`config.mk`:
```
export PLATFORM = sky130hd
export DESIGN_NAME = scom_cmd_decoder_flat
export DESIGN_NICKNAME = d
export VERILOG_FILES = /design/src/rtl/scom_pkg.sv /design/src/rtl/scom_cmd_decoder_if.sv /design/src/rtl/scom_byte_fetch.sv /design/src/rtl/scom_cmd_decoder.sv /design/src/flat_wrapper.sv
export SDC_FILE = /design/constraint.sdc
export NUM_CORES = 1
export LEC_CHECK = 0
export BUFFER_PORTS_ARGS = -buffer_cell sky130_fd_sc_hd__buf_2
export CELL_PAD_IN_SITES_DETAIL_PLACEMENT = 0
export CELL_PAD_IN_SITES_GLOBAL_PLACEMENT = 1
export CORE_ASPECT_RATIO = 0.75
export CORE_UTILIZATION = 45
export CTS_BUF_LIST = sky130_fd_sc_hd__clkbuf_4 sky130_fd_sc_hd__clkbuf_8 sky130_fd_sc_hd__clkbuf_16
export CTS_CLUSTER_SIZE = 16
export DETAILED_ROUTE_END_ITERATION = 12
export PLACE_DENSITY_LB_ADDON = 0.1
export REMOVE_ABC_BUFFERS = 1
export SETUP_SLACK_MARGIN = 0.05
export SYNTH_ARGS = -nofsm -noshare
export SYNTH_HDL_FRONTEND = slang
export SYNTH_SLANG_ARGS = --single-unit
```
`constraint.sdc`:
```
create_clock -name clk -period 3.7 [get_ports clk]
set_input_delay 1.11 -clock clk [delete_from_list [all_inputs] [get_ports clk]]
set_output_delay 1.11 -clock clk [all_outputs]
set_load 0.03 [all_outputs]
```
`src/rtl/scom_pkg.sv`:
```
// Shared constants, state encoding and checksum helper for the scom command decoder.
package scom_pkg;

  localparam int unsigned BYTE_W = 8;

  localparam logic [BYTE_W-1:0] HDR_WR  = 8'hAA;
  localparam logic [BYTE_W-1:0] HDR_RD  = 8'hAB;
  localparam logic [BYTE_W-1:0] ACK_OK  = 8'h55;
  localparam logic [BYTE_W-1:0] ACK_ERR = 8'hEE;

  typedef enum logic [2:0] {
    S_HDR,
    S_ADDR,
    S_DATA,
    S_CSUM,
    S_EXEC,
    S_RDWAIT,
    S_RESP
  } state_e;

  function automatic logic [BYTE_W-1:0] frame_sum(input logic [BYTE_W-1:0] hdr,
                                                  input logic [BYTE_W-1:0] addr,
                                                  input logic [BYTE_W-1:0] data);
    return BYTE_W'(hdr + addr + data);
  endfunction

endpackage

```
`src/rtl/scom_cmd_decoder_if.sv`:
```
// Command FIFO, register and response FIFO signals of the scom decoder.
// SCOM_READBACK_EN adds the register read strobe and read data.
interface scom_cmd_decoder_if;
  import scom_pkg::*;

  logic              cmd_empty;
  logic [BYTE_W-1:0] cmd_q;
  logic              cmd_rd;
  logic              reg_wr;
  logic [BYTE_W-1:0] reg_addr;
  logic [BYTE_W-1:0] reg_wdata;
  logic              resp_full;
  logic              resp_wr;
  logic [BYTE_W-1:0] resp_data;
  logic [BYTE_W-1:0] err_cnt;
`ifdef SCOM_READBACK_EN
  logic              reg_rd;
  logic [BYTE_W-1:0] reg_rdata;
`endif

  modport master (
    input  cmd_empty, cmd_q, resp_full,
`ifdef SCOM_READBACK_EN
    input  reg_rdata,
    output reg_rd,
`endif
    output cmd_rd, reg_wr, reg_addr, reg_wdata, resp_wr, resp_data, err_cnt
  );

  modport slave (
    output cmd_empty, cmd_q, resp_full,
`ifdef SCOM_READBACK_EN
    output reg_rdata,
    input  reg_rd,
`endif
    input  cmd_rd, reg_wr, reg_addr, reg_wdata, resp_wr, resp_data, err_cnt
  );

endinterface

```
`src/rtl/scom_byte_fetch.sv`:
```
// Non-showahead FIFO reader: one read in flight at a time, byte presented the cycle after cmd_rd.
module scom_byte_fetch
  import scom_pkg::*;
(
  input  logic              clk,
  input  logic              reset,
  input  logic              fetch_en,
  input  logic              cmd_empty,
  input  logic [BYTE_W-1:0] cmd_q,
  output logic              cmd_rd,
  output logic              byte_vld,
  output logic [BYTE_W-1:0] byte_q,
  output logic              outstanding
);

  // The byte_vld cycle also blocks a new read so the parser can change state first.
  always_ff @(posedge clk or posedge reset) begin
    if (reset) begin
      cmd_rd   <= 1'b0;
      byte_vld <= 1'b0;
    end else begin
      cmd_rd   <= fetch_en && !cmd_empty && !cmd_rd && !byte_vld;
      byte_vld <= cmd_rd;
    end
  end

  assign byte_q      = cmd_q;
  assign outstanding = cmd_rd;

endmodule

```
`src/rtl/scom_cmd_decoder.sv`:
```
// Parses 4-byte scom command frames into register strobes and 1-byte acknowledges.
// Optional SCOM_READBACK_EN accepts 0xAB read frames answered with register read data.
module scom_cmd_decoder
  import scom_pkg::*;
#(
  parameter int unsigned TIMEOUT_CYC = 2500,
  parameter int unsigned TO_W        = 12
) (
  input logic                clk,
  input logic                reset,
  scom_cmd_decoder_if.master bus
);

  localparam logic [TO_W-1:0] TO_MAX = TO_W'(TIMEOUT_CYC - 1);

  state_e            state, state_nxt;
  logic [BYTE_W-1:0] addr_tmp, addr_nxt;
  logic [BYTE_W-1:0] data_tmp, data_nxt;
  logic              frame_ok, ok_nxt;
  logic              rd_frame, rd_frame_nxt;
  logic [TO_W-1:0]   to_cnt, to_cnt_nxt;

  logic              reg_wr, reg_wr_nxt;
  logic [BYTE_W-1:0] reg_addr, reg_addr_nxt;
  logic [BYTE_W-1:0] reg_wdata, reg_wdata_nxt;
  logic [BYTE_W-1:0] resp_data, resp_data_nxt;
  logic [BYTE_W-1:0] err_cnt, err_cnt_nxt;
`ifdef SCOM_READBACK_EN
  logic              reg_rd, reg_rd_nxt;
`endif

  logic              err_inc;
  logic              resp_wr_c;
  logic              counting;
  logic              timeout;
  logic              fetch_en;
  logic              byte_vld;
  logic              outstanding;
  logic [BYTE_W-1:0] byte_q;

  assign counting = (state == S_ADDR) || (state == S_DATA) || (state == S_CSUM);
  assign fetch_en = (state == S_HDR) || counting;
  // A read in flight is always consumed before the timeout may drop the frame.
  assign timeout  = counting && (to_cnt == TO_MAX) && !outstanding && !byte_vld;

  scom_byte_fetch u_fetch (
    .clk         (clk),
    .reset       (reset),
    .fetch_en    (fetch_en),
    .cmd_empty   (bus.cmd_empty),
    .cmd_q       (bus.cmd_q),
    .cmd_rd      (bus.cmd_rd),
    .byte_vld    (byte_vld),
    .byte_q      (byte_q),
    .outstanding (outstanding)
  );

  always_ff @(posedge clk or posedge reset) begin
    if (reset) begin
      state     <= S_HDR;
      addr_tmp  <= '0;
      data_tmp  <= '0;
      frame_ok  <= 1'b0;
      rd_frame  <= 1'b0;
      to_cnt    <= '0;
      reg_wr    <= 1'b0;
      reg_addr  <= '0;
      reg_wdata <= '0;
      resp_data <= '0;
      err_cnt   <= '0;
`ifdef SCOM_READBACK_EN
      reg_rd    <= 1'b0;
`endif
    end else begin
      state     <= state_nxt;
      addr_tmp  <= addr_nxt;
      data_tmp  <= data_nxt;
      frame_ok  <= ok_nxt;
      rd_frame  <= rd_frame_nxt;
      to_cnt    <= to_cnt_nxt;
      reg_wr    <= reg_wr_nxt;
      reg_addr  <= reg_addr_nxt;
      reg_wdata <= reg_wdata_nxt;
      resp_data <= resp_data_nxt;
      err_cnt   <= err_cnt_nxt;
`ifdef SCOM_READBACK_EN
      reg_rd    <= reg_rd_nxt;
`endif
    end
  end

  // Strobes and register outputs are loaded on the CSUM byte so they are live during S_EXEC.
  always_comb begin
    state_nxt     = state;
    addr_nxt      = addr_tmp;
    data_nxt      = data_tmp;
    ok_nxt        = frame_ok;
    rd_frame_nxt  = rd_frame;
    reg_wr_nxt    = 1'b0;
    reg_addr_nxt  = reg_addr;
    reg_wdata_nxt = reg_wdata;
    resp_data_nxt = resp_data;
    err_inc       = 1'b0;
    resp_wr_c     = 1'b0;
`ifdef SCOM_READBACK_EN
    reg_rd_nxt    = 1'b0;
`endif

    case (state)
      S_HDR: begin
        if (byte_vld) begin
          if (byte_q == HDR_WR) begin
            rd_frame_nxt = 1'b0;
            state_nxt    = S_ADDR;
          end
`ifdef SCOM_READBACK_EN
          else if (byte_q == HDR_RD) begin
            rd_frame_nxt = 1'b1;
            state_nxt    = S_ADDR;
          end
`endif
        end
      end
      S_ADDR: begin
        if (byte_vld) begin
          addr_nxt  = byte_q;
          state_nxt = S_DATA;
        end else if (timeout) begin
          err_inc   = 1'b1;
          state_nxt = S_HDR;
        end
      end
      S_DATA: begin
        if (byte_vld) begin
          data_nxt  = byte_q;
          state_nxt = S_CSUM;
        end else if (timeout) begin
          err_inc   = 1'b1;
          state_nxt = S_HDR;
        end
      end
      S_CSUM: begin
        if (byte_vld) begin
          ok_nxt    = (byte_q == frame_sum(rd_frame ? HDR_RD : HDR_WR, addr_tmp, data_tmp));
          state_nxt = S_EXEC;
          if (ok_nxt) begin
            reg_addr_nxt  = addr_tmp;
            resp_data_nxt = ACK_OK;
            if (!rd_frame) begin
              reg_wr_nxt    = 1'b1;
              reg_wdata_nxt = data_tmp;
            end
`ifdef SCOM_READBACK_EN
            else begin
              reg_rd_nxt = 1'b1;
            end
`endif
          end else begin
            resp_data_nxt = ACK_ERR;
          end
        end else if (timeout) begin
          err_inc   = 1'b1;
          state_nxt = S_HDR;
        end
      end
      S_EXEC: begin
        err_inc   = !frame_ok;
        state_nxt = (frame_ok && rd_frame) ? S_RDWAIT : S_RESP;
      end
`ifdef SCOM_READBACK_EN
      S_RDWAIT: begin
        resp_data_nxt = bus.reg_rdata;
        state_nxt     = S_RESP;
      end
`endif
      S_RESP: begin
        if (!bus.resp_full) begin
          resp_wr_c = 1'b1;
          state_nxt = S_HDR;
        end
      end
      default: state_nxt = S_HDR;
    endcase

    err_cnt_nxt = (err_inc && (err_cnt != 8'hFF)) ? BYTE_W'(err_cnt + 8'd1) : err_cnt;

    if (!counting || byte_vld || (state_nxt != state)) begin
      to_cnt_nxt = '0;
    end else if (to_cnt != TO_MAX) begin
      to_cnt_nxt = to_cnt + TO_W'(1);
    end else begin
      to_cnt_nxt = to_cnt;
    end
  end

  assign bus.reg_wr    = reg_wr;
  assign bus.reg_addr  = reg_addr;
  assign bus.reg_wdata = reg_wdata;
  assign bus.resp_wr   = resp_wr_c;
  assign bus.resp_data = resp_data;
  assign bus.err_cnt   = err_cnt;
`ifdef SCOM_READBACK_EN
  assign bus.reg_rd    = reg_rd;
`endif

endmodule
```
`src/flat_wrapper.sv`:
```
// flat-port wrapper written by rule: the top's interface ports become plain ports
module scom_cmd_decoder_flat import scom_pkg::*;
#(
  parameter int unsigned TIMEOUT_CYC = 2500,
  parameter int unsigned TO_W        = 12
)
  (clk, reset, bus_cmd_empty, bus_cmd_q, bus_resp_full, bus_cmd_rd, bus_reg_wr, bus_reg_addr, bus_reg_wdata, bus_resp_wr, bus_resp_data, bus_err_cnt);
  scom_cmd_decoder_if bus_i ();
  input logic clk;
  input logic reset;
  input wire logic [$bits(bus_i.cmd_empty)-1:0] bus_cmd_empty;
  input wire logic [$bits(bus_i.cmd_q)-1:0] bus_cmd_q;
  input wire logic [$bits(bus_i.resp_full)-1:0] bus_resp_full;
  output wire logic [$bits(bus_i.cmd_rd)-1:0] bus_cmd_rd;
  output wire logic [$bits(bus_i.reg_wr)-1:0] bus_reg_wr;
  output wire logic [$bits(bus_i.reg_addr)-1:0] bus_reg_addr;
  output wire logic [$bits(bus_i.reg_wdata)-1:0] bus_reg_wdata;
  output wire logic [$bits(bus_i.resp_wr)-1:0] bus_resp_wr;
  output wire logic [$bits(bus_i.resp_data)-1:0] bus_resp_data;
  output wire logic [$bits(bus_i.err_cnt)-1:0] bus_err_cnt;
  assign bus_i.cmd_empty = bus_cmd_empty;
  assign bus_i.cmd_q = bus_cmd_q;
  assign bus_i.resp_full = bus_resp_full;
  assign bus_cmd_rd = bus_i.cmd_rd;
  assign bus_reg_wr = bus_i.reg_wr;
  assign bus_reg_addr = bus_i.reg_addr;
  assign bus_reg_wdata = bus_i.reg_wdata;
  assign bus_resp_wr = bus_i.resp_wr;
  assign bus_resp_data = bus_i.resp_data;
  assign bus_err_cnt = bus_i.err_cnt;
  scom_cmd_decoder #(.TIMEOUT_CYC(TIMEOUT_CYC), .TO_W(TO_W)) u_core (.clk(clk), .reset(reset), .bus(bus_i));
endmodule
```
==> flow_summary.toml <==
[status]
outcome = "finished, final reports clean"

[timing]
finalMaxSlewViolations = 0
finalSetupTns_ns = 0
post-route-period-util_pct = 85.9
slew_headroom_pct = 37.5
fin_crit_ns = 3.18
rsz0062_at_grt = "no"
max_freq_mhz = 314
hold_viol_final = 0
setup_violations = 0
finalClockSkew_ns = 0.00576
worst_pin_slew_ns = 0.935

[critical_path]
startpoint_type = "register"
cp_cell_sequence = "inv_1 -> ha_1 -> inv_1 -> ha_1 -> inv_1 -> fa_1 -> nand2b_1 -> a21oi_1 -> a31oi_1 -> xnor2_1 -> or4_1 -> buf_4 -> mux2_4"
required_ns = 3.92
path_max_fanout = 10
arrival_ns = 3.40
crit_family = "adder cells"
cpMostUsedCell = "inv_1"
cp_slowest_cell = "or4_1"
slowest_delay_ns = 0.55
crit_path_end_kind = "register"
crit_type = "register to register"
cp_num_buf_inv = 4
r2r_start = "u_core.data_tmp[1]"
cp-startpoint = "u_core.data_tmp[1]"

[synth]
synth-xor-area-share_pct = 8.26
synth_compound_area_share_pct = 4.56
synth_top_family_by_area = "simple AND/OR/NAND/NOR gates"
ys.flop_type = "dfrtp_1"
yosysWarnings = 0
synth_fa_ha_area_share_pct = 6.75
netlist-cell-type-count = 43
yosysSeqAreaShare_pct = 49.6
yosys-top-cells-area = "dfrtp_1 (50%), mux2_2 (7.7%), ha_1 (6.1%)"
synth_top_cell_by_area = "dfrtp_1"
synth_seq_cells = 61
synth_cells = 271
synth_top_area_share_pct = 49.6
synthMuxAreaShare_pct = 11.4
synth_area_sq_um = 3080
ys_async_sr_fraction_pct = 100
syn_area_per_cell_sq_um = 11.3
synth-simple-area-share_pct = 14.0
synth-edff-count = 0

[finish]
finalNetCount = 349
fin_area_sq_um = 3580
areaGrowthSynthToFinish_pct = 16.4
layout_commonest_cell = "dfrtp_1"
drive_gt1_share_pct = 31.3
layout_common_cells = "dfrtp_1 (61), buf_2 (46), nor2_1 (22)"
n_antenna_cell = 0

[power]
comb_power_share_pct = 40.2
peakVddDrop_uv = 257
p_int_uw = 1720
p_leak_uw = 0.00183
power_frac_clock_pct = 25.4
p_per_area_nw_per_um2 = 743
netSwitchingFraction_pct = 35.1
p_sw_uw = 934
power_frac_seq_pct = 34.4

[routing]
wl_um = 5400
drtIter0Drc = 52
detail-route-antenna-nets = 0
drc = 0
wl_per_cell_um = 13.3
first_pass_iters = 4
routed-via-count = 2008
via_per_inst = 4.93

[clock_tree]
cts_tree = "yes"
clk_pin_slew_ns = 0.07
clk_latency_ns = 0.34
cts_resized = 0
cts_buffer_depth = 2
cts_hold_buf = 0
root_buffer = "clkbuf_8"
htreeDepth = 3
cts_made_buffers = 9
clock_sinks = 61
cts_setup_buffers = 0

[global_routing]
grt_overflow = 0
grt_pass1_wl_um = 9570
gr-usage-all-layers_pct = 17.4
grt_max_degree = 47
grt_pass1_vias = 2009
antenna_found_initial = 0

[floorplan]
dieWidth_um = 97.5
start_util_pct = 47.7
pin_count = 47
die_y_um = 73.6
num_rows = 25
die_area_sq_um = 7170
core_sq_um = 6440

[placed_design]
gp_congestion = 0.731
hpwl_um = 3880
placed_area_sq_um = 3350
portBuffers = 46

[job]
maxCapViolations = 0

[min_path]
min-delay-start = "u_core.u_fetch.cmd_rd"
hp-class = "register to register"
[final cells by class]
| cell class | count | area [sq um] |
|---|---|---|
| clock inverter | 4 | 70.1 |
| timing repair buffer | 50 | 260 |
| inverter | 21 | 78.8 |
| tap | 81 | 101 |
| multi-input combinational | 178 | 1380 |
| fill | 599 | 2870 |
| sequential | 61 | 1530 |
| clock buffer | 12 | 159 |
[cells in the mapped netlist (2+ instances only)]
master / instances
inv_1: 21
nand3_1: 4
and3_1: 4
ha_1: 15
nor2b_1: 3
mux2_4: 7
nand2_1: 19
xnor2_1: 20
nor2_1: 22
buf_4: 6
a31oi_1: 2
nor4bb_1: 3
nand4_1: 5
and3_2: 2
a21oi_1: 8
clkbuf_1: 3
or3_1: 2
dfrtp_1: 61
o21ai_0: 8
nor3b_1: 2
nand2b_1: 3
mux2_2: 21
nor3_1: 2
xor2_1: 9
[worst paths after layout]
kind | endpoint | slack, ns | cells past startpoint
worst max-delay path | u_core.bus.reg_addr[0] | 0.52 | 13
worst min-delay path | u_core.u_fetch.byte_vld | 0.39 | 0
worst max register to register | u_core.bus.reg_addr[0] | 0.52 | 13
worst min register to register | u_core.u_fetch.byte_vld | 0.39 | 0
max in group asynchronous | u_core.to_cnt[11] | 1.97 | 3
min in group asynchronous | u_core.bus.reg_wdata[7] | 0.98 | 2
[cells by family after synthesis]
logic type	Yosys count
AND/OR/NAND/NOR	80
flip-flops	61
buffers and inverters	32
XOR/XNOR	29
multiplexers	29
AO/OA/AOI/OAI	24
adder cells (fa/ha/maj)	16
[layer usage]
metal	part of all wire, %	GRT usage (%)	vias up	wire [um]
li1	-	-	1012	-
met1	52	23.8	956	2830
met2	42	25.1	33	2280
met3	4.1	6.76	7	220
met4	1.3	6.37	0	68
met5	0	0	-	0
[power groups by stage]
| stage | registers [uW] | clock network, uW | logic, uW |
|---|---|---|---|
| after CTS | 914 | 698 | 1090 |
| after global routing | 934 | 723 | 1230 |
| after detailed placement | 926 | 0 | 1080 |
| after floorplan | 970 | 0 | 813 |
| after global placement | 923 | 0 | 1080 |
| final | 914 | 676 | 1070 |
[metrics by stage]
| step | utilization (%) | power, uW | setup slack, ns | hold WS (ns) | instances |
|---|---|---|---|---|---|
| 2_1_floorplan | - | 1780 | 0.495 | 0.481 | 260 |
| 3_3_place_gp | 52.0 | 2000 | 0.617 | 0.379 | 391 |
| 3_5_place_dp | 52.0 | 2000 | 0.525 | 0.385 | 391 |
| 4_1_cts | 55.5 | 2700 | 0.496 | 0.399 | 407 |
| 5_1_grt | 55.5 | 2880 | 0.349 | 0.428 | 407 |
| 6_report | 55.5 | 2660 | 0.520 | 0.395 | 407 |
[sequential cells by signal, summed over array words and instances (netlist names)]
signal                   flops
u_core.u_fetch.byte_vld      1
u_core.addr_tmp              8
u_core.to_cnt               12
u_core.state                 3
u_core.u_fetch.cmd_rd        1
u_core.data_tmp              8
u_core.bus.reg_wdata         8
u_core.bus.err_cnt           8
u_core.bus.reg_addr          8
u_core.bus.reg_wr            1
u_core.bus.resp_data         3
Note: power is estimated with default switching activity, not from simulation.
